<file path="config.mk">
export PLATFORM = sky130hd
export DESIGN_NAME = countdown_ctrl_flat
export DESIGN_NICKNAME = d
export VERILOG_FILES = /design/src/rtl/countdown_pkg.sv /design/src/rtl/countdown_if.sv /design/src/rtl/countdown_presc.sv /design/src/rtl/countdown_ctrl.sv /design/src/flat_wrapper.sv
export SDC_FILE = /design/constraint.sdc
export NUM_CORES = 1
export LEC_CHECK = 0
export ABC_AREA = 0
export ABC_CLOCK_PERIOD_IN_PS = 2900
export BUFFER_PORTS_ARGS = -buffer_cell sky130_fd_sc_hd__buf_2
export CORE_MARGIN = 2
export CORE_UTILIZATION = 50
export DETAILED_ROUTE_END_ITERATION = 7
export MAX_ROUTING_LAYER = met4
export PLACE_DENSITY = 0.75
export SYNTH_ARGS = -nofsm -noshare
export SYNTH_HDL_FRONTEND = slang
export SYNTH_SLANG_ARGS = --single-unit
</file>
<file path="constraint.sdc">
create_clock -name clk -period 2.9 [get_ports clk]
set_clock_uncertainty 0.15 [all_clocks]
set_input_delay 0.29 -clock clk [delete_from_list [all_inputs] [get_ports clk]]
set_output_delay 0.29 -clock clk [all_outputs]
set_load 0.1 [all_outputs]
</file>
<file path="src/rtl/countdown_pkg.sv">
// Shared state encoding and mode constants for the countdown controller slice.
package countdown_pkg;

  typedef enum logic [1:0] {
    ST_IDLE  = 2'd0,
    ST_RUN   = 2'd1,
    ST_PAUSE = 2'd2
  } state_t;

  localparam logic MODE_ONESHOT = 1'b0;
  localparam logic MODE_RELOAD  = 1'b1;

endpackage

</file>
<file path="src/rtl/countdown_if.sv">
// Control/status bundle between the front-end (master) and countdown_ctrl (slave).
interface countdown_if #(
  parameter int unsigned WIDTH   = 4,
  parameter int unsigned PRESC_W = 8
);
  logic [WIDTH-1:0]   load_val;
  logic [PRESC_W-1:0] presc;
  logic               mode;
  logic               start;
  logic               stop;
  logic [WIDTH-1:0]   out;
  logic               busy;
  logic               paused;
  logic               done;

  modport master (
    output load_val, presc, mode, start, stop,
    input  out, busy, paused, done
  );

  modport slave (
    input  load_val, presc, mode, start, stop,
    output out, busy, paused, done
  );
endinterface

</file>
<file path="src/rtl/countdown_presc.sv">
// Prescale counter: tick when pc has reached presc; >= lets a lowered divisor fire at once.
module countdown_presc #(
  parameter int unsigned PRESC_W = 8
) (
  input  logic               clk,
  input  logic               rst,
  input  logic               clr,
  input  logic               en,
  input  logic [PRESC_W-1:0] presc,
  output logic               tick
);

  logic [PRESC_W-1:0] pc;

  assign tick = (pc >= presc);

  always_ff @(posedge clk or posedge rst) begin
    if (rst) begin
      pc <= '0;
    end else if (clr) begin
      pc <= '0;
    end else if (en) begin
      pc <= tick ? '0 : pc + PRESC_W'(1);
    end
  end

endmodule

</file>
<file path="src/rtl/countdown_ctrl.sv">
// Countdown sequencer: IDLE/RUN/PAUSE FSM with registered count and Done pulse.
module countdown_ctrl
  import countdown_pkg::*;
#(
  parameter int unsigned WIDTH   = 4,
  parameter int unsigned PRESC_W = 8
) (
  input  logic       clk,
  input  logic       rst,
  countdown_if.slave bus
);

  state_t           state_q, state_d;
  logic [WIDTH-1:0] out_q, out_d;
  logic             done_q, done_d;
  logic             clr, en, tick;

  countdown_presc #(.PRESC_W(PRESC_W)) u_presc (
    .clk   (clk),
    .rst   (rst),
    .clr   (clr),
    .en    (en),
    .presc (bus.presc),
    .tick  (tick)
  );

  always_ff @(posedge clk or posedge rst) begin
    if (rst) begin
      state_q <= ST_IDLE;
      out_q   <= '0;
      done_q  <= 1'b0;
    end else begin
      state_q <= state_d;
      out_q   <= out_d;
      done_q  <= done_d;
    end
  end

  always_comb begin
    state_d = state_q;
    out_d   = out_q;
    done_d  = 1'b0;
    clr     = 1'b0;
    en      = 1'b0;
    unique case (state_q)
      ST_IDLE: begin
        if (bus.start && !bus.stop) begin
          if (bus.load_val == '0) begin
            out_d  = '0;
            done_d = 1'b1;
          end else begin
            out_d   = bus.load_val;
            clr     = 1'b1;
            state_d = ST_RUN;
          end
        end
      end
      ST_RUN: begin
        if (bus.stop) begin
          state_d = ST_PAUSE;
        end else begin
          en = 1'b1;
          if (tick) begin
            if (out_q > WIDTH'(1)) begin
              out_d = out_q - WIDTH'(1);
            end else if (out_q == WIDTH'(1)) begin
              out_d  = '0;
              done_d = 1'b1;
              if (bus.mode == MODE_ONESHOT) state_d = ST_IDLE;
            end else if (bus.mode == MODE_RELOAD) begin
              out_d  = bus.load_val;
              done_d = (bus.load_val == '0);
            end else begin
              // Parked at 0 after mode was switched to one-shot: leave quietly.
              state_d = ST_IDLE;
            end
          end
        end
      end
      ST_PAUSE: begin
        if (bus.stop) begin
          state_d = ST_IDLE;
          clr     = 1'b1;
        end else if (bus.start) begin
          state_d = ST_RUN;
        end
      end
      default: begin
        state_d = ST_IDLE;
        clr     = 1'b1;
      end
    endcase
  end

  assign bus.out    = out_q;
  assign bus.done   = done_q;
  assign bus.busy   = (state_q == ST_RUN) || (state_q == ST_PAUSE);
  assign bus.paused = (state_q == ST_PAUSE);

endmodule

</file>
<file path="src/flat_wrapper.sv">
// flat-port wrapper written by rule: the top's interface ports become plain ports
module countdown_ctrl_flat import countdown_pkg::*;
#(
  parameter int unsigned WIDTH   = 4,
  parameter int unsigned PRESC_W = 8
)
  (clk, rst, bus_load_val, bus_presc, bus_mode, bus_start, bus_stop, bus_out, bus_busy, bus_paused, bus_done);
  countdown_if #(.WIDTH(WIDTH), .PRESC_W(PRESC_W)) bus_i ();
  input  logic clk;
  input  logic rst;
  input wire logic [$bits(bus_i.load_val)-1:0] bus_load_val;
  input wire logic [$bits(bus_i.presc)-1:0] bus_presc;
  input wire logic [$bits(bus_i.mode)-1:0] bus_mode;
  input wire logic [$bits(bus_i.start)-1:0] bus_start;
  input wire logic [$bits(bus_i.stop)-1:0] bus_stop;
  output wire logic [$bits(bus_i.out)-1:0] bus_out;
  output wire logic [$bits(bus_i.busy)-1:0] bus_busy;
  output wire logic [$bits(bus_i.paused)-1:0] bus_paused;
  output wire logic [$bits(bus_i.done)-1:0] bus_done;
  assign bus_i.load_val = bus_load_val;
  assign bus_i.presc = bus_presc;
  assign bus_i.mode = bus_mode;
  assign bus_i.start = bus_start;
  assign bus_i.stop = bus_stop;
  assign bus_out = bus_i.out;
  assign bus_busy = bus_i.busy;
  assign bus_paused = bus_i.paused;
  assign bus_done = bus_i.done;
  countdown_ctrl #(.WIDTH(WIDTH), .PRESC_W(PRESC_W)) u_core (.clk(clk), .rst(rst), .bus(bus_i));
endmodule
</file>
After elaboration in Yosys (flattened, before gate mapping)
Cells that the tools add are included.
{"block": "classes", "n_addsub": 2, "n_mul": 0, "div": 0, "n_lt_le_gt_ge": 2, "eq_ne": 12, "shift": 0, "muxes": 34, "bitwise": 0, "n_reduce_logical": 9}
{"cell": "$mux 4", "n": 7}
{"cell": "$mux 8", "n": 3}
{"cell": "$mux 2", "n": 8}
{"cell": "$mux 1", "n": 12}
{"cell": "$ne 3x3->1 const B", "n": 4}
{"cell": "$add 8x1->8 const B", "n": 1}
{"cell": "$ge 8x8->1", "n": 1}
{"cell": "$pmux 4 s2", "n": 1}
{"cell": "$ne 2x2->1 const B", "n": 3}
{"cell": "$pmux 2 s3", "n": 1}
{"cell": "$reduce_and 6->1", "n": 1}
{"cell": "$reduce_and 5->1", "n": 1}
{"cell": "$eq 4x1->1 const B", "n": 1}
{"cell": "$gt 4x1->1 const B", "n": 1}
{"cell": "$logic_not 4->1", "n": 1}
{"cell": "$ne 4x2->1 const B", "n": 1}
{"cell": "$reduce_bool 2->1", "n": 2}
{"cell": "$sub 4x1->4 const B", "n": 1}
{"cell": "$pmux 1 s3", "n": 1}
{"cell": "$eq 2x1->1 const B", "n": 1}
{"cell": "$eq 2x2->1 const B", "n": 1}
{"cell": "$logic_not 2->1", "n": 1}
{"cell": "$ne 2x1->1 const B", "n": 1}
{"cell": "$pmux 1 s2", "n": 1}
{"cell": "3 further kinds", "n": 3}
{"block": "word_totals", "reg_bits": 15, "latch_bits": 0, "mem_bits_rw": 0, "rom_bits": 0, "in_bits": 17, "out_inout_bits": 7, "wordCells": 63, "memories": 0}

Logic depth before layout (Yosys ltp)
Gate-level depths: netlist of the first run.
{"block": "depth", "depth_word": 7, "depth_mapped": 8, "ltp_nobuf": 7}

Cells and area by module
A second synthesis of the first run with hierarchy kept.
{"block": "hier_totals", "cells_unflattened": 143, "hier_area_um2": 1327.5}
{"mod": "countdown_presc", "n_inst": 1, "cells_per_inst": 73, "area_each_um2": 689.4, "seq_area_each_um2": 200.2}
{"mod": "countdown_ctrl", "n_inst": 1, "cells_per_inst": 70, "area_each_um2": 638.1, "seq_area_each_um2": 175.2}

Least setup slack after synthesis of the first run
No wires, ideal clock.
{"block": "synth_timing", "path_type": "register to register", "startpoint": "register u_core.out_q[0] (netlist: u_core.bus.out[0])", "endpoint": "register u_core.out_q[0] (netlist: u_core.bus.out[0])", "setup_ns": 0.123, "t_arrival_ns": 2.445, "t_required_ns": 2.627, "slack_ns": 0.181, "path_stages_with_launch": 8, "n_path_buf": 0, "period_less_slack_ns": 2.719, "path_cell_list": "dfrtp_1 -> inv_1 -> ha_1 -> nor4b_1 -> a221o_1 -> a21oi_1 -> a21bo_2 -> o221a_2"}
{"block": "synth_between", "elab_chain_cells": 6, "elab_cells_between_ends": 10, "classes_between": "1 x add/sub; 1 x order compare; 2 x eq/ne; 5 x mux; 1 x reduce/logical"}
{"element": "from (decl)", "line": "countdown_ctrl.sv:14", "source": "logic [WIDTH-1:0] out_q, out_d;"}
{"element": "from (signal assigned)", "line": "countdown_ctrl.sv:34", "source": "out_q <= out_d;"}
{"element": "parallel branches: the longest is 6 deep, another holds $sub 4x1->4"}
Parallel ways; which one is timed is not known. The select of a mux whose other input is x is not followed.
A chain may end at the register's enable or synchronous reset.

Worst setup path after layout of the first run
{"block": "layout_timing", "startpoint": "register u_core.u_presc.pc[2]", "endpoint": "register u_core.u_presc.pc[2]"}
{"block": "layout_between", "elab_chain_cells": 4, "elab_cells_between_ends": 5, "classes_between": "1 x add/sub; 1 x order compare; 3 x mux"}
{"element": "from (decl)", "line": "countdown_presc.sv:13", "source": "logic [PRESC_W-1:0] pc;"}
{"element": "from (signal assigned)", "line": "countdown_presc.sv:23", "source": "pc <= tick ? '0 : pc + PRESC_W'(1);"}
{"element": "$add 8x1->8 or $ge 8x8->1 (tied branches)", "line": "countdown_presc.sv:23, countdown_presc.sv:15"}
{"element": "$mux 8 *", "line": "countdown_presc.sv:23"}
{"element": "$mux 8 *", "line": "countdown_presc.sv:22", "source": "end else if (en) begin"}
{"element": "$mux 8 *", "line": "countdown_presc.sv:20", "source": "end else if (clr) begin"}
Mark *: on every way between the ends. The rest lies on a longest branch, timed or not. The select of a mux whose other input is x is not followed.

==> impl_results.html, run 1 <==
<table>
<tr><th>Metric</th><th>Value</th></tr>
<tr><th colspan="2">Power</th></tr>
<tr><td>Largest voltage drop on the vdd net</td><td>0.00127 V</td></tr>
<tr><td>Post-layout power</td><td>1.68 mW</td></tr>
<tr><td>Power per cell area</td><td>1160 nW/µm²</td></tr>
<tr><td>Static leakage power</td><td>0.700 nW</td></tr>
<tr><th colspan="2">Timing</th></tr>
<tr><td>Final hold violations</td><td>0</td></tr>
<tr><td>Timing-limited maximum frequency</td><td>423 MHz</td></tr>
<tr><td>Tmin final</td><td>2.36 ns</td></tr>
<tr><td>Fin worst setup slack</td><td>0.538 ns</td></tr>
<tr><td>Worst hold margin</td><td>0.180 ns</td></tr>
<tr><td>Worst slew margin relative to its limit</td><td>0.534</td></tr>
<tr><td>Max-slew violation total from the final report</td><td>0</td></tr>
<tr><td>Setup_tns</td><td>0 ns</td></tr>
<tr><td>RSZ-0062 raised after global routing</td><td>no</td></tr>
<tr><td>Slew at the pin with the worst max-slew slack</td><td>0.692 ns</td></tr>
<tr><td>Share of the clock period used by the worst path</td><td>0.814</td></tr>
<tr><td>Endpoints failing setup</td><td>0</td></tr>
<tr><th colspan="2">Clock network</th></tr>
<tr><td>Clock network latency to the later pin of the worst-skew pair</td><td>0.29 ns</td></tr>
<tr><td>Resize count post-CTS</td><td>0</td></tr>
<tr><td>CTS H-tree depth</td><td>1</td></tr>
<tr><td>Bufs on Longest Clock Path</td><td>2</td></tr>
<tr><td>Sinks on the clock net</td><td>15</td></tr>
<tr><td>Reg clk slew, reported paths</td><td>0.11 ns</td></tr>
<tr><td>CTS Root Cell</td><td>sky130_fd_sc_hd__clkbuf_4</td></tr>
<tr><td>CTS tree</td><td>built</td></tr>
<tr><td>Num CTS Buffers</td><td>3</td></tr>
<tr><th colspan="2">Setup path</th></tr>
<tr><td>CP peak stage delay</td><td>0.45 ns</td></tr>
<tr><td>Startpoint of the most critical register-to-register path</td><td>u_core.u_presc.pc[2]$_DFFE_PP0P_</td></tr>
<tr><td>Critical-path maximum fanout</td><td>14</td></tr>
<tr><td>Crit path capture type</td><td>flop</td></tr>
<tr><td>Critical path class</td><td>reg2reg</td></tr>
<tr><td>Arr. time, crit path</td><td>2.44 ns</td></tr>
<tr><td>Slowest-stage cell, CP</td><td>sky130_fd_sc_hd__dfrtp_1</td></tr>
<tr><td>Crit path buf inv count</td><td>1</td></tr>
<tr><td>Worst reg2reg path endpoint</td><td>u_core.u_presc.pc[2]$_DFFE_PP0P_</td></tr>
<tr><td>R2r worst-path depth</td><td>7</td></tr>
<tr><td>Worst endpoint required time</td><td>2.97 ns</td></tr>
<tr><td>Flop-to-flop setup slack</td><td>0.54 ns</td></tr>
<tr><td>Kind of start point of the critical path</td><td>flop</td></tr>
<tr><td>Critical Path, Cell by Cell</td><td>ha_1 &gt; a211oi_2 &gt; o21ai_2 &gt; a211oi_4 &gt; buf_4 &gt; nand4b_1 &gt; a31oi_1</td></tr>
<tr><td>Dominant delay contributor by cell family on the critical path</td><td>compound AO/OA/AOI/OAI gates</td></tr>
<tr><td>Worst setup startpoint</td><td>u_core.u_presc.pc[2]$_DFFE_PP0P_</td></tr>
<tr><th colspan="2">Yosys</th></tr>
<tr><td>Largest cells by area after synthesis</td><td>sky130_fd_sc_hd__dfrtp_1 30%, sky130_fd_sc_hd__ha_1 15%, sky130_fd_sc_hd__nand2_1 5.9%</td></tr>
<tr><td>Prevailing post-synth register cell</td><td>sky130_fd_sc_hd__dfrtp_1</td></tr>
<tr><td>Portion of the post-synthesis area used by sequential elements</td><td>0.297</td></tr>
<tr><td>Cell taking the most area after synthesis</td><td>sky130_fd_sc_hd__dfrtp_1</td></tr>
<tr><td>Post-synthesis instance area</td><td>1260 µm²</td></tr>
<tr><td>Synthesized-area fraction occupied by adder cells</td><td>0.149</td></tr>
<tr><td>Area share of the leading cell type in the synthesized netlist</td><td>0.297</td></tr>
<tr><td>Compound-gate portion of the synthesized area</td><td>0.204</td></tr>
<tr><td>Number of synthesized flops with an enable pin</td><td>0</td></tr>
<tr><td>Mean cell area of the mapped netlist</td><td>8.21 µm²</td></tr>
<tr><td>Number of library cell types mapped by synthesis</td><td>41</td></tr>
<tr><td>Largest family of logic cells by synthesized area</td><td>simple AND/OR/NAND/NOR gates</td></tr>
<tr><td>Synthesized instance count</td><td>154</td></tr>
<tr><td>Yosys reg bits</td><td>15</td></tr>
<tr><td>Xor-xnor portion of the synthesized cell area</td><td>0</td></tr>
<tr><td>Share of cell area taken by muxes after synthesis</td><td>0.0337</td></tr>
<tr><td>Net count of the mapped netlist</td><td>186</td></tr>
<tr><td>Fraction of synthesis flops using an asynchronous set or reset pin</td><td>1.00</td></tr>
<tr><td>Total number of yosys warnings</td><td>0</td></tr>
<tr><td>Simple-gate area share of the yosys netlist</td><td>0.248</td></tr>
<tr><th colspan="2">Place</th></tr>
<tr><td>Inst Count DP</td><td>206</td></tr>
<tr><td>Dpl hpwl</td><td>2.23 mm</td></tr>
<tr><td>Port Buffers</td><td>23</td></tr>
<tr><td>Total placed instance area</td><td>1420 µm²</td></tr>
<tr><td>Routability-driven placement congestion ratio</td><td>0.831</td></tr>
<tr><td>DP Worst Slack</td><td>0.569 ns</td></tr>
<tr><th colspan="2">Route</th></tr>
<tr><td>Top layer in use</td><td>met4</td></tr>
<tr><td>Wire length per cell</td><td>13.5 µm</td></tr>
<tr><td>Number of vias per cell after detailed routing</td><td>5.85</td></tr>
<tr><td>Met3 wire length</td><td>147 µm</td></tr>
<tr><td>DRC errors left</td><td>0</td></tr>
<tr><td>DR vias</td><td>1234</td></tr>
<tr><td>Iteration-0 DRC Markers</td><td>29</td></tr>
<tr><td>Routed met2 length</td><td>1.45 mm</td></tr>
<tr><td>Wl on met1</td><td>1.22 mm</td></tr>
<tr><td>Antenna Violating Nets Remaining</td><td>0</td></tr>
<tr><td>Initial DRT Pass Iterations</td><td>4</td></tr>
<tr><td>Final WL</td><td>2.85 mm</td></tr>
<tr><th colspan="2">Floorplanning</th></tr>
<tr><td>Die outline area</td><td>2950 µm²</td></tr>
<tr><td>DIE HEIGHT</td><td>54.3 µm</td></tr>
<tr><td>Starting density of the core</td><td>0.520</td></tr>
<tr><td>IO Pins</td><td>24</td></tr>
<tr><td>Floorplan core area</td><td>2430 µm²</td></tr>
<tr><td>DIE WIDTH</td><td>54.3 µm</td></tr>
<tr><td>Row Count</td><td>18</td></tr>
<tr><th colspan="2">Layout</th></tr>
<tr><td>Area added between synthesis and finish</td><td>15.0%</td></tr>
<tr><td>Commonest cells after routing, fill and taps aside</td><td>23 x sky130_fd_sc_hd__buf_2, 20 x sky130_fd_sc_hd__nand2_1, 17 x sky130_fd_sc_hd__inv_1</td></tr>
<tr><td>Diodes inserted</td><td>0</td></tr>
<tr><td>Post-route design area</td><td>1450 µm²</td></tr>
<tr><td>Leading cell type in the layout, fill and taps excluded</td><td>sky130_fd_sc_hd__buf_2</td></tr>
<tr><td>Nets</td><td>214</td></tr>
<tr><td>Final Util</td><td>0.597</td></tr>
<tr><td>Fillcell total</td><td>240</td></tr>
<tr><td>Final cell count without fillers</td><td>211</td></tr>
<tr><td>Layout cell share with drive strength beyond 1</td><td>0.232</td></tr>
<tr><th colspan="2">Min path</th></tr>
<tr><td>Startpoint of the worst hold path</td><td>bus_load_val[1]</td></tr>
<tr><td>Hold crit path type</td><td>in2reg</td></tr>
<tr><td>Count of cells along the worst hold path</td><td>3</td></tr>
<tr><td>Hold path endpoint</td><td>u_core.bus.out[1]$_DFFE_PP0P_</td></tr>
<tr><th colspan="2">Job</th></tr>
<tr><td>MaxCap Viol Count</td><td>0</td></tr>
<tr><th colspan="2">Global routing</th></tr>
<tr><td>First-pass GRT wire length</td><td>4.71 mm</td></tr>
<tr><td>Largest net degree at the start of global routing</td><td>16</td></tr>
<tr><td>Antenna violations before repair</td><td>0</td></tr>
<tr><td>Gr ovfl total</td><td>0</td></tr>
<tr><td>Gr usage total</td><td>0.229</td></tr>
<tr><td>Vias in the first global route</td><td>1096</td></tr>
<tr><th colspan="2">Outcome</th></tr>
<tr><td>Run status</td><td>finished clean</td></tr>
</table>
[how the worst max path moves through the flow]
stage	slack [ns]	depth (start not counted)	end
finish	0.54	7	u_core.u_presc.pc[2]$_DFFE_PP0P_
global route	0.39	7	u_core.u_presc.pc[2]$_DFFE_PP0P_
CTS	0.54	7	u_core.u_presc.pc[2]$_DFFE_PP0P_
detailed placement	0.57	7	u_core.u_presc.pc[5]$_DFFE_PP0P_
global placement	0.65	7	u_core.u_presc.pc[2]$_DFFE_PP0P_
floorplan	0.18	7	u_core.bus.out[0]$_DFFE_PP0P_
[report_power, final]
group	total, mW	leakage, nW	switching (mW)	internal, mW
clock network	0.129	0.0177	0.0781	0.0513
logic	1.14	0.496	0.786	0.357
registers	0.407	0.186	0.114	0.293
[repair_timing]
item	CTS	global route
hold endpoints to repair	15	0
hold buffers	1	0
buffers inserted	0	0
[synth_stat cells (2+ instances only)]
cell / instances
sky130_fd_sc_hd__nor2_1: 12
sky130_fd_sc_hd__nand2b_1: 2
sky130_fd_sc_hd__nor2b_1: 4
sky130_fd_sc_hd__or3_1: 2
sky130_fd_sc_hd__mux2i_1: 2
sky130_fd_sc_hd__nand3_1: 11
sky130_fd_sc_hd__ha_1: 15
sky130_fd_sc_hd__dfrtp_1: 15
sky130_fd_sc_hd__a31oi_1: 7
sky130_fd_sc_hd__inv_1: 17
sky130_fd_sc_hd__a21oi_2: 2
sky130_fd_sc_hd__a21oi_1: 6
sky130_fd_sc_hd__mux2_2: 2
sky130_fd_sc_hd__clkbuf_1: 2
sky130_fd_sc_hd__nor4_1: 2
sky130_fd_sc_hd__nor3_1: 5
sky130_fd_sc_hd__o21ai_0: 4
sky130_fd_sc_hd__nand2_1: 20
sky130_fd_sc_hd__or2_2: 2
[worst register-to-register path, cell delays in order, from the launching register on]
cell,delay (ns)
sky130_fd_sc_hd__dfrtp_1,0.45
sky130_fd_sc_hd__ha_1,0.33
sky130_fd_sc_hd__a211oi_2,0.25
sky130_fd_sc_hd__o21ai_2,0.10
sky130_fd_sc_hd__a211oi_4,0.43
sky130_fd_sc_hd__buf_4,0.28
sky130_fd_sc_hd__nand4b_1,0.11
sky130_fd_sc_hd__a31oi_1,0.19
[state kept, by name, indices dropped and copies added (netlist names)]
register	cells
u_core.u_presc.pc	8
u_core.bus.out	4
u_core.state_q	2
u_core.bus.done	1
[routing by layer]
layer  up-vias  global-route usage
met4         0              0.0750
met5         -                   -
met2        38               0.386
met1       588               0.273
met3         6              0.0464
li1        602                   -
[layout make-up]
type | instances | area, µm² | area share
multi-input combinational | 118 | 801 | 0.551
sequential | 15 | 375 | 0.258
timing repair buffer | 27 | 148 | 0.102
inverter | 17 | 63.8 | 0.0439
tap | 30 | 37.5 | 0.0258
clock buffer | 3 | 22.5 | 0.0155
clock inverter | 1 | 5.00 | 0.00345
[cell families (layout without fill, tap and decap cells)]
kind of cell    Yosys count  after routing
compound gates           34             34
fa+ha+maj                15             15
buf+inv                  21             48
flops                    15             15
mux                       4              4
simple gates             65             65
Note: power is estimated with default switching activity, not from simulation.
==> run 2, diff against run 1 <==
--- a/config.mk
+++ b/config.mk
@@ -6,13 +6,13 @@
 export NUM_CORES = 1
 export LEC_CHECK = 0
 export ABC_AREA = 0
-export ABC_CLOCK_PERIOD_IN_PS = 2900
+export ABC_CLOCK_PERIOD_IN_PS = 2020
 export BUFFER_PORTS_ARGS = -buffer_cell sky130_fd_sc_hd__buf_2
 export CORE_MARGIN = 2
-export CORE_UTILIZATION = 50
+export CORE_UTILIZATION = 49
 export DETAILED_ROUTE_END_ITERATION = 7
 export MAX_ROUTING_LAYER = met4
-export PLACE_DENSITY = 0.75
+export PLACE_DENSITY = 0.77
 export SYNTH_ARGS = -nofsm -noshare
 export SYNTH_HDL_FRONTEND = slang
 export SYNTH_SLANG_ARGS = --single-unit
==> constraint.sdc (replaced) <==
create_clock -name clk -period 2.02 [get_ports clk]
set_clock_uncertainty 0.15 [all_clocks]
set_input_delay 0.202 -clock clk [delete_from_list [all_inputs] [get_ports clk]]
set_output_delay 0.202 -clock clk [all_outputs]
set_load 0.1 [all_outputs]
==> run 2 against run 1 <==
The run now ends with negative setup slack left. Core utilization rose by 16 points. Final cell count rose by 12%. Total power rose by 84%. Combinational power rose by 100%. Via count rose by 13%. Clock-buffer cell count did not move. Hold slack got worse by 0.046 ns. First-iteration DRC count rose by 100%. Non-clock buffer count rose by 25. Sequential cell count did not move. Routed wire length rose by 31%. Largest power group unchanged.
==> impl_results.html, run 2 (synthesis gave the netlist of run 1 again) <==
<table>
<tr><th>Metric</th><th>Value</th></tr>
<tr><th colspan="2">Clock network</th></tr>
<tr><td>Reg clk slew, reported paths</td><td>0.10 ns (about the same)</td></tr>
<tr><td>Sinks on the clock net</td><td>15 (unchanged)</td></tr>
<tr><td>Bufs on Longest Clock Path</td><td>2 (unchanged)</td></tr>
<tr><td>CTS H-tree depth</td><td>1 (unchanged)</td></tr>
<tr><td>Num CTS Buffers</td><td>3 (unchanged)</td></tr>
<tr><td>Clock network latency to the later pin of the worst-skew pair</td><td>0.28 ns (about the same)</td></tr>
<tr><td>CTS Root Cell</td><td>sky130_fd_sc_hd__clkbuf_4</td></tr>
<tr><td>CTS tree</td><td>built</td></tr>
<tr><th colspan="2">Layout</th></tr>
<tr><td>Layout cell share with drive strength beyond 1</td><td>0.456 (+0.224)</td></tr>
<tr><td>Diodes inserted</td><td>0 (unchanged)</td></tr>
<tr><td>Multi-input gate area in the final layout</td><td>961 µm² (+20%)</td></tr>
<tr><td>Fillcell total</td><td>172 (-28%)</td></tr>
<tr><td>Max FFs per register</td><td>8 (unchanged)</td></tr>
<tr><td>Leading cell type in the layout, fill and taps excluded</td><td>sky130_fd_sc_hd__buf_4</td></tr>
<tr><td>Largest reg by FF count</td><td>u_core.u_presc.pc</td></tr>
<tr><td>Commonest cells after routing, fill and taps aside</td><td>25 x sky130_fd_sc_hd__buf_4, 23 x sky130_fd_sc_hd__buf_2, 18 x sky130_fd_sc_hd__nand2_1</td></tr>
<tr><td>Register cell area after layout</td><td>387 µm² (+3.0%)</td></tr>
<tr><td>Area added between synthesis and finish</td><td>47.5%</td></tr>
<tr><td>Nets</td><td>239 (+12%)</td></tr>
<tr><th colspan="2">Route</th></tr>
<tr><td>Final WL</td><td>3.72 mm (+31%)</td></tr>
<tr><td>Number of vias per cell after detailed routing</td><td>5.90 (+0.85%)</td></tr>
<tr><td>Initial DRT Pass Iterations</td><td>4 (unchanged)</td></tr>
<tr><td>DRC errors left</td><td>0 (unchanged)</td></tr>
<tr><td>Antenna Violating Nets Remaining</td><td>0 (unchanged)</td></tr>
<tr><td>Iteration-0 DRC Markers</td><td>59 (+100%)</td></tr>
<tr><td>Wire length per cell</td><td>15.8 µm (+17%)</td></tr>
<tr><td>DR vias</td><td>1392 (+13%)</td></tr>
<tr><th colspan="2">Setup path</th></tr>
<tr><td>CP peak stage delay</td><td>0.43 ns (-0.02 ns)</td></tr>
<tr><td>Kind of start point of the critical path</td><td>flop</td></tr>
<tr><td>Crit path capture type</td><td>flop</td></tr>
<tr><td>Critical Path, Cell by Cell</td><td>ha_4 &gt; a211oi_2 &gt; nor2_2 &gt; a211oi_4 &gt; buf_4 &gt; buf_12 &gt; a21oi_4 &gt; mux2_4</td></tr>
<tr><td>Flop-to-flop setup slack</td><td>-0.04 ns (-0.58 ns)</td></tr>
<tr><td>Critical-path maximum fanout</td><td>5 (-9)</td></tr>
<tr><td>Dominant delay contributor by cell family on the critical path</td><td>compound AO/OA/AOI/OAI gates</td></tr>
<tr><td>Arr. time, crit path</td><td>2.09 ns (-0.35 ns)</td></tr>
<tr><td>Worst endpoint required time</td><td>2.04 ns (-0.93 ns)</td></tr>
<tr><td>Critical path class</td><td>reg2reg</td></tr>
<tr><td>Slowest-stage cell, CP</td><td>sky130_fd_sc_hd__dfrtp_1</td></tr>
<tr><td>Crit path buf inv count</td><td>2 (+1)</td></tr>
<tr><th colspan="2">Power</th></tr>
<tr><td>Combinational share of power</td><td>0.747 (+0.066)</td></tr>
<tr><td>Net Sw Frac</td><td>0.541 (-0.0417)</td></tr>
<tr><td>Internal power</td><td>1.42 mW (+100%)</td></tr>
<tr><td>Largest voltage drop on the vdd net</td><td>0.00175 V (+38%)</td></tr>
<tr><td>Relative contribution of sequential cells to total power</td><td>0.197 (-0.045)</td></tr>
<tr><td>Power per cell area</td><td>1660 nW/µm² (+43%)</td></tr>
<tr><td>Static leakage power</td><td>0.852 nW (+22%)</td></tr>
<tr><td>Clock share of power</td><td>0.057 (-0.020)</td></tr>
<tr><td>Total net switching power</td><td>1.67 mW (+71%)</td></tr>
<tr><td>Post-layout power</td><td>3.09 mW (+84%)</td></tr>
<tr><th colspan="2">Global routing</th></tr>
<tr><td>Global routing met1 resource utilization</td><td>0.308 (+0.0350)</td></tr>
<tr><td>Antenna violations before repair</td><td>0 (unchanged)</td></tr>
<tr><td>First-pass GRT wire length</td><td>5.09 mm (+8.1%)</td></tr>
<tr><td>Gr ovfl total</td><td>0 (unchanged)</td></tr>
<tr><td>Vias in the first global route</td><td>1153 (+5.2%)</td></tr>
<tr><td>Met2 routing resource usage after global routing</td><td>0.385 (-0.000622)</td></tr>
<tr><td>Most used routing layer in global routing</td><td>met2</td></tr>
<tr><td>Gr usage total</td><td>0.244 (+0.0151)</td></tr>
<tr><td>Largest net degree at the start of global routing</td><td>19 (+3)</td></tr>
<tr><td>Global routing met3 resource utilization</td><td>0.0437 (-0.00273)</td></tr>
<tr><th colspan="2">Timing</th></tr>
<tr><td>Share of the clock period used by the worst path</td><td>1.02 (+0.206)</td></tr>
<tr><td>Slew at the pin with the worst max-slew slack</td><td>0.595 ns (-0.0974 ns)</td></tr>
<tr><td>Tmin final</td><td>2.06 ns (-0.300 ns)</td></tr>
<tr><td>Worst slew margin relative to its limit</td><td>0.603 (+0.0688)</td></tr>
<tr><td>Final hold violations</td><td>0 (unchanged)</td></tr>
<tr><td>Timing-limited maximum frequency</td><td>485 MHz (+15%)</td></tr>
<tr><td>RSZ-0062 raised after global routing</td><td>yes</td></tr>
<tr><td>Max-slew violation total from the final report</td><td>0 (unchanged)</td></tr>
<tr><td>Fin worst setup slack</td><td>-0.0422 ns (-0.580 ns)</td></tr>
<tr><td>Endpoints failing setup</td><td>5 (+5)</td></tr>
<tr><th colspan="2">Place</th></tr>
<tr><td>Routability-driven placement congestion ratio</td><td>0.886 (+6.7%)</td></tr>
<tr><td>Dpl hpwl</td><td>2.36 mm (+5.5%)</td></tr>
<tr><td>Port Buffers</td><td>23 (unchanged)</td></tr>
<tr><td>DP Worst Slack</td><td>-0.0573 ns (-0.626 ns)</td></tr>
<tr><th colspan="2">Floorplanning</th></tr>
<tr><td>DIE WIDTH</td><td>54.8 µm (+0.94%)</td></tr>
<tr><td>IO Pins</td><td>24 (unchanged)</td></tr>
<tr><td>Floorplan core area</td><td>2450 µm² (+0.93%)</td></tr>
<tr><td>Starting density of the core</td><td>0.515 (-0.00477)</td></tr>
<tr><td>Row Count</td><td>18 (unchanged)</td></tr>
<tr><td>Die outline area</td><td>3000 µm² (+1.9%)</td></tr>
<tr><td>DIE HEIGHT</td><td>54.8 µm (+0.94%)</td></tr>
<tr><th colspan="2">Outcome</th></tr>
<tr><td>Run status</td><td>finished, violations left</td></tr>
<tr><td>Failing checks</td><td>negative setup slack</td></tr>
<tr><th colspan="2">Min path</th></tr>
<tr><td>Hold crit path type</td><td>in2reg</td></tr>
<tr><th colspan="2">Job</th></tr>
<tr><td>MaxCap Viol Count</td><td>0 (unchanged)</td></tr>
</table>
[run 2: changes by cell type in the layout (fill, tap and decap cells not counted), moves of 3 or more]
cell | previous run | this run
sky130_fd_sc_hd__buf_4 | 3 | 25
sky130_fd_sc_hd__dfrtp_2 | 0 | 3
sky130_fd_sc_hd__dfrtp_1 | 15 | 10
sky130_fd_sc_hd__ha_4 | 0 | 7
sky130_fd_sc_hd__ha_1 | 15 | 7
sky130_fd_sc_hd__inv_1 | 17 | 13
[run 2: power by group through the flow]
stage | registers, mW | clock network, mW | logic, mW
3_3_place_gp | 0.587 | 0 | 1.84
3_5_place_dp | 0.599 | 0 | 1.89
2_1_floorplan | 0.903 | 0 | 1.14
4_1_cts | 0.598 | 0.181 | 1.99
6_report | 0.608 | 0.175 | 2.31
5_1_grt | 0.626 | 0.199 | 2.46
[run 2: worst min-delay path: stages]
cell	delay, ns
sky130_fd_sc_hd__buf_2	0.15
sky130_fd_sc_hd__nand2_1	0.08
sky130_fd_sc_hd__o32ai_1	0.09
[run 2: path summary, 6_finish.rpt]
path,startpoint,to,cells after the start
max,u_core.u_presc.pc[5]$_DFFE_PP0P_,u_core.state_q[0]$_DFFE_PP0P_,8
min,bus_stop,u_core.state_q[1]$_DFFE_PP0P_,3
max reg2reg,u_core.u_presc.pc[5]$_DFFE_PP0P_,u_core.state_q[0]$_DFFE_PP0P_,8
min reg2reg,u_core.state_q[0]$_DFFE_PP0P_,u_core.state_q[0]$_DFFE_PP0P_,1
max in group asynchronous,rst,u_core.bus.out[0]$_DFFE_PP0P_,3
min in group asynchronous,rst,u_core.u_presc.pc[3]$_DFFE_PP0P_,3
[run 2: per-stage QoR]
stage	instances	hold WS, ns	TNS [ns]	util	cell area [µm²]
5_1_grt	236	0.120	-0.918	0.759	1860
3_5_place_dp	218	0.145	-0.165	0.647	1590
2_1_floorplan	154	-0.0466	-0.163	-	1330
4_1_cts	225	0.0927	-0.00126	0.683	1680
3_3_place_gp	218	0.133	0	0.647	1590
6_report	236	0.133	-0.130	0.759	1860
[run 2: final cells by class]
class                           instances  area share
Clock buffer                            3      0.0121
Sequential cell                        15       0.207
Multi-Input combinational cell        118       0.515
Timing Repair Buffer                   52       0.205
Tap cell                               30      0.0201
Clock inverter                          1     0.00268
Inverter                               17      0.0369
[run 2: layer usage]
metal | part of all wire | up-vias
met1 | 0.42 | 661
met5 | 0 | -
met3 | 0.054 | 10
met2 | 0.50 | 67
met4 | 0.024 | 0
li1 | - | 654
[run 2: timing repair]
item,4_1_cts,5_1_grt
gates cloned,0,2
pin swaps,2,12
hold buffers,1,0
endpoints found under the hold margin,15,0
setup buffers,2,9
gates resized for setup,9,13
setup endpoints to repair,5,13
==> run 3, diff against run 2 <==
--- a/config.mk
+++ b/config.mk
@@ -6,13 +6,12 @@
 export NUM_CORES = 1
 export LEC_CHECK = 0
 export ABC_AREA = 0
-export ABC_CLOCK_PERIOD_IN_PS = 2020
+export ABC_CLOCK_PERIOD_IN_PS = 2200
 export BUFFER_PORTS_ARGS = -buffer_cell sky130_fd_sc_hd__buf_2
 export CORE_MARGIN = 2
-export CORE_UTILIZATION = 49
+export CORE_UTILIZATION = 50
 export DETAILED_ROUTE_END_ITERATION = 7
-export MAX_ROUTING_LAYER = met4
-export PLACE_DENSITY = 0.77
+export PLACE_DENSITY = 0.75
 export SYNTH_ARGS = -nofsm -noshare
 export SYNTH_HDL_FRONTEND = slang
 export SYNTH_SLANG_ARGS = --single-unit
==> constraint.sdc (replaced) <==
create_clock -name clk -period 2.2 [get_ports clk]
set_clock_uncertainty 0.15 [all_clocks]
set_input_delay 0.22 -clock clk [delete_from_list [all_inputs] [get_ports clk]]
set_output_delay 0.22 -clock clk [all_outputs]
set_load 0.1 [all_outputs]
==> run 3 against run 2 <==
Critical path type unchanged. Maximum frequency is 2.8% lower. Core utilization is 7.4 points lower. Sequential cell count is the same. Sequential share of layout area increased by 2.3 points. Clock-buffer cell count up 1. Register-to-register slack improved by 0.12 ns. Critical path depth is 1 lower. Non-clock buffer count is 5 lower. The run now ends clean.
==> impl_results.html, run 3 (synthesis gave the netlist of run 1 again) <==
<table>
<tr><th>Metric</th><th>Value</th></tr>
<tr><th colspan="2">Setup path</th></tr>
<tr><td>Dominant delay contributor by cell family on the critical path</td><td>compound AO/OA/AOI/OAI gates</td></tr>
<tr><td>Critical path class</td><td>reg2reg</td></tr>
<tr><td>Arr. time, crit path</td><td>2.15 ns (+0.06 ns)</td></tr>
<tr><td>Crit path buf inv count</td><td>1 (-1)</td></tr>
<tr><td>Critical-path maximum fanout</td><td>5 (unchanged)</td></tr>
<tr><td>CP peak stage delay</td><td>0.42 ns (about the same)</td></tr>
<tr><td>Kind of start point of the critical path</td><td>flop</td></tr>
<tr><td>Critical Path, Cell by Cell</td><td>ha_4 &gt; a211oi_2 &gt; o21ai_2 &gt; a211oi_4 &gt; buf_6 &gt; a21oi_2 &gt; o221a_2</td></tr>
<tr><td>Crit path capture type</td><td>flop</td></tr>
<tr><td>Worst endpoint required time</td><td>2.23 ns (+0.19 ns)</td></tr>
<tr><td>Slowest-stage cell, CP</td><td>sky130_fd_sc_hd__dfrtp_1</td></tr>
<tr><th colspan="2">Layout</th></tr>
<tr><td>Fillcell total</td><td>186 (+8.1%)</td></tr>
<tr><td>Leading cell type in the layout, fill and taps excluded</td><td>sky130_fd_sc_hd__buf_2</td></tr>
<tr><td>Nets</td><td>234 (-2.1%)</td></tr>
<tr><td>Commonest cells after routing, fill and taps aside</td><td>24 x sky130_fd_sc_hd__buf_2, 20 x sky130_fd_sc_hd__nand2_1, 20 x sky130_fd_sc_hd__buf_4</td></tr>
<tr><td>Multi-input gate area in the final layout</td><td>853 µm² (-11%)</td></tr>
<tr><td>Largest reg by FF count</td><td>u_core.u_presc.pc</td></tr>
<tr><td>Post-route design area</td><td>1670 µm² (-11%)</td></tr>
<tr><td>Area added between synthesis and finish</td><td>32.0%</td></tr>
<tr><td>Register cell area after layout</td><td>384 µm² (-0.65%)</td></tr>
<tr><td>Layout cell share with drive strength beyond 1</td><td>0.353 (-0.103)</td></tr>
<tr><td>Max FFs per register</td><td>8 (unchanged)</td></tr>
<tr><td>Diodes inserted</td><td>0 (unchanged)</td></tr>
<tr><th colspan="2">Route</th></tr>
<tr><td>Final WL</td><td>3.34 mm (-10%)</td></tr>
<tr><td>DRC errors left</td><td>0 (unchanged)</td></tr>
<tr><td>DR vias</td><td>1303 (-6.4%)</td></tr>
<tr><td>Iteration-0 DRC Markers</td><td>19 (-68%)</td></tr>
<tr><td>Antenna Violating Nets Remaining</td><td>0 (unchanged)</td></tr>
<tr><td>Initial DRT Pass Iterations</td><td>4 (unchanged)</td></tr>
<tr><td>Number of vias per cell after detailed routing</td><td>5.64 (-4.4%)</td></tr>
<tr><td>Wire length per cell</td><td>14.5 µm (-8.2%)</td></tr>
<tr><th colspan="2">Clock network</th></tr>
<tr><td>Bufs on Longest Clock Path</td><td>2 (unchanged)</td></tr>
<tr><td>Sinks on the clock net</td><td>15 (unchanged)</td></tr>
<tr><td>CTS tree</td><td>built</td></tr>
<tr><td>Clock network latency to the later pin of the worst-skew pair</td><td>0.28 ns (about the same)</td></tr>
<tr><td>Reg clk slew, reported paths</td><td>0.10 ns (about the same)</td></tr>
<tr><td>CTS H-tree depth</td><td>1 (unchanged)</td></tr>
<tr><td>Num CTS Buffers</td><td>3 (unchanged)</td></tr>
<tr><td>CTS Root Cell</td><td>sky130_fd_sc_hd__clkbuf_4</td></tr>
<tr><th colspan="2">Global routing</th></tr>
<tr><td>First-pass GRT wire length</td><td>4.87 mm (-4.3%)</td></tr>
<tr><td>Met2 routing resource usage after global routing</td><td>0.400 (+0.0147)</td></tr>
<tr><td>Global routing met3 resource utilization</td><td>0.0301 (-0.0137)</td></tr>
<tr><td>Gr ovfl total</td><td>0 (unchanged)</td></tr>
<tr><td>Largest net degree at the start of global routing</td><td>16 (-3)</td></tr>
<tr><td>Vias in the first global route</td><td>1134 (-1.6%)</td></tr>
<tr><td>Most used routing layer in global routing</td><td>met2</td></tr>
<tr><td>Global routing met1 resource utilization</td><td>0.283 (-0.0255)</td></tr>
<tr><td>Gr usage total</td><td>0.224 (-0.0204)</td></tr>
<tr><td>Antenna violations before repair</td><td>0 (unchanged)</td></tr>
<tr><th colspan="2">Floorplanning</th></tr>
<tr><td>Row Count</td><td>18 (unchanged)</td></tr>
<tr><td>Floorplan core area</td><td>2430 µm² (-0.92%)</td></tr>
<tr><td>Starting density of the core</td><td>0.520 (+0.00477)</td></tr>
<tr><td>DIE WIDTH</td><td>54.3 µm (-0.93%)</td></tr>
<tr><td>Die outline area</td><td>2950 µm² (-1.9%)</td></tr>
<tr><td>IO Pins</td><td>24 (unchanged)</td></tr>
<tr><td>DIE HEIGHT</td><td>54.3 µm (-0.93%)</td></tr>
<tr><th colspan="2">Timing</th></tr>
<tr><td>Slew at the pin with the worst max-slew slack</td><td>0.634 ns (+0.0393 ns)</td></tr>
<tr><td>Final hold violations</td><td>0 (unchanged)</td></tr>
<tr><td>Timing-limited maximum frequency</td><td>471 MHz (-2.8%)</td></tr>
<tr><td>Endpoints failing setup</td><td>0 (-5)</td></tr>
<tr><td>Max-slew violation total from the final report</td><td>0 (unchanged)</td></tr>
<tr><td>Tmin final</td><td>2.12 ns (+0.0592 ns)</td></tr>
<tr><td>Share of the clock period used by the worst path</td><td>0.964 (-0.0566)</td></tr>
<tr><td>Worst slew margin relative to its limit</td><td>0.575 (-0.0283)</td></tr>
<tr><td>Fin worst setup slack</td><td>0.0787 ns (+0.121 ns)</td></tr>
<tr><th colspan="2">Place</th></tr>
<tr><td>Dpl hpwl</td><td>2.34 mm (-0.53%)</td></tr>
<tr><td>Total placed instance area</td><td>1490 µm² (-6.5%)</td></tr>
<tr><td>Port Buffers</td><td>23 (unchanged)</td></tr>
<tr><td>Routability-driven placement congestion ratio</td><td>0.867 (-2.2%)</td></tr>
<tr><td>DP Worst Slack</td><td>-0.0381 ns (+0.0192 ns)</td></tr>
<tr><th colspan="2">Outcome</th></tr>
<tr><td>Run status</td><td>finished clean</td></tr>
<tr><th colspan="2">Power</th></tr>
<tr><td>Post-layout power</td><td>2.55 mW (-17%)</td></tr>
<tr><td>Largest voltage drop on the vdd net</td><td>0.00158 V (-10%)</td></tr>
<tr><td>Power per cell area</td><td>1530 nW/µm² (-7.8%)</td></tr>
<tr><td>Static leakage power</td><td>0.794 nW (-6.8%)</td></tr>
<tr><th colspan="2">Min path</th></tr>
<tr><td>Hold crit path type</td><td>in2reg</td></tr>
<tr><th colspan="2">Job</th></tr>
<tr><td>MaxCap Viol Count</td><td>0 (unchanged)</td></tr>
</table>
[run 3: cell type report]
cell class / instances / share of cell area
multi-input combinational: 118 / 0.512
sequential: 15 / 0.230
timing repair buffer: 47 / 0.182
inverter: 17 / 0.0383
tap: 30 / 0.0225
clock buffer: 4 / 0.0158
[run 3: worst paths after layout]
check | start | endpoint | slack (ns) | cells past startpoint
min in group asynchronous | rst | u_core.bus.out[0]$_DFFE_PP0P_ | 0.40 | 3
worst min-delay path | bus_load_val[1] | u_core.bus.out[1]$_DFFE_PP0P_ | 0.09 | 3
worst min register to register | u_core.state_q[0]$_DFFE_PP0P_ | u_core.state_q[0]$_DFFE_PP0P_ | 0.43 | 1
worst max register to register | u_core.u_presc.pc[2]$_DFFE_PP0P_ | u_core.bus.out[0]$_DFFE_PP0P_ | 0.08 | 7
worst max-delay path | u_core.u_presc.pc[2]$_DFFE_PP0P_ | u_core.bus.out[0]$_DFFE_PP0P_ | 0.08 | 7
max in group asynchronous | rst | u_core.bus.out[1]$_DFFE_PP0P_ | 1.06 | 3
[run 3: timing repair]
item | CTS | global route
cloned | 0 | 1
hold buffers | 1 | 0
resized for setup | 0 | 11
buffers inserted | 2 | 9
setup endpoints to repair | 2 | 12
pin swaps | 1 | 4
hold endpoints to repair | 15 | 0
[run 3: routing by layer]
metal,vias to the layer above,share of wire
li1,641,-
met5,-,0
met1,626,0.42
met3,2,0.045
met2,34,0.53
met4,0,0.0048
[run 3: power breakdown]
part | leakage (nW) | switching [mW] | total, mW | internal [mW]
logic | 0.596 | 1.16 | 1.85 | 0.690
clock network | 0.0150 | 0.0943 | 0.164 | 0.0702
registers | 0.183 | 0.137 | 0.536 | 0.399
total | 0.794 | 1.39 | 2.55 | 1.16
[run 3: metrics by stage]
step / std cells / utilization / TNS, ns / hold slack, ns
3_3_place_gp: 214 / 0.611 / 0 / 0.155
5_1_grt: 231 / 0.686 / -0.0430 / 0.0845
3_5_place_dp: 214 / 0.611 / -0.0381 / 0.171
6_report: 231 / 0.686 / 0 / 0.0936
4_1_cts: 221 / 0.632 / 0 / 0.0843
2_1_floorplan: 154 / - / -0.0975 / -0.0285
[run 3: tightest hold or removal path: stages]
cell	delay, ns
sky130_fd_sc_hd__buf_2	0.09
sky130_fd_sc_hd__a32oi_1	0.05
sky130_fd_sc_hd__mux2i_1	0.12
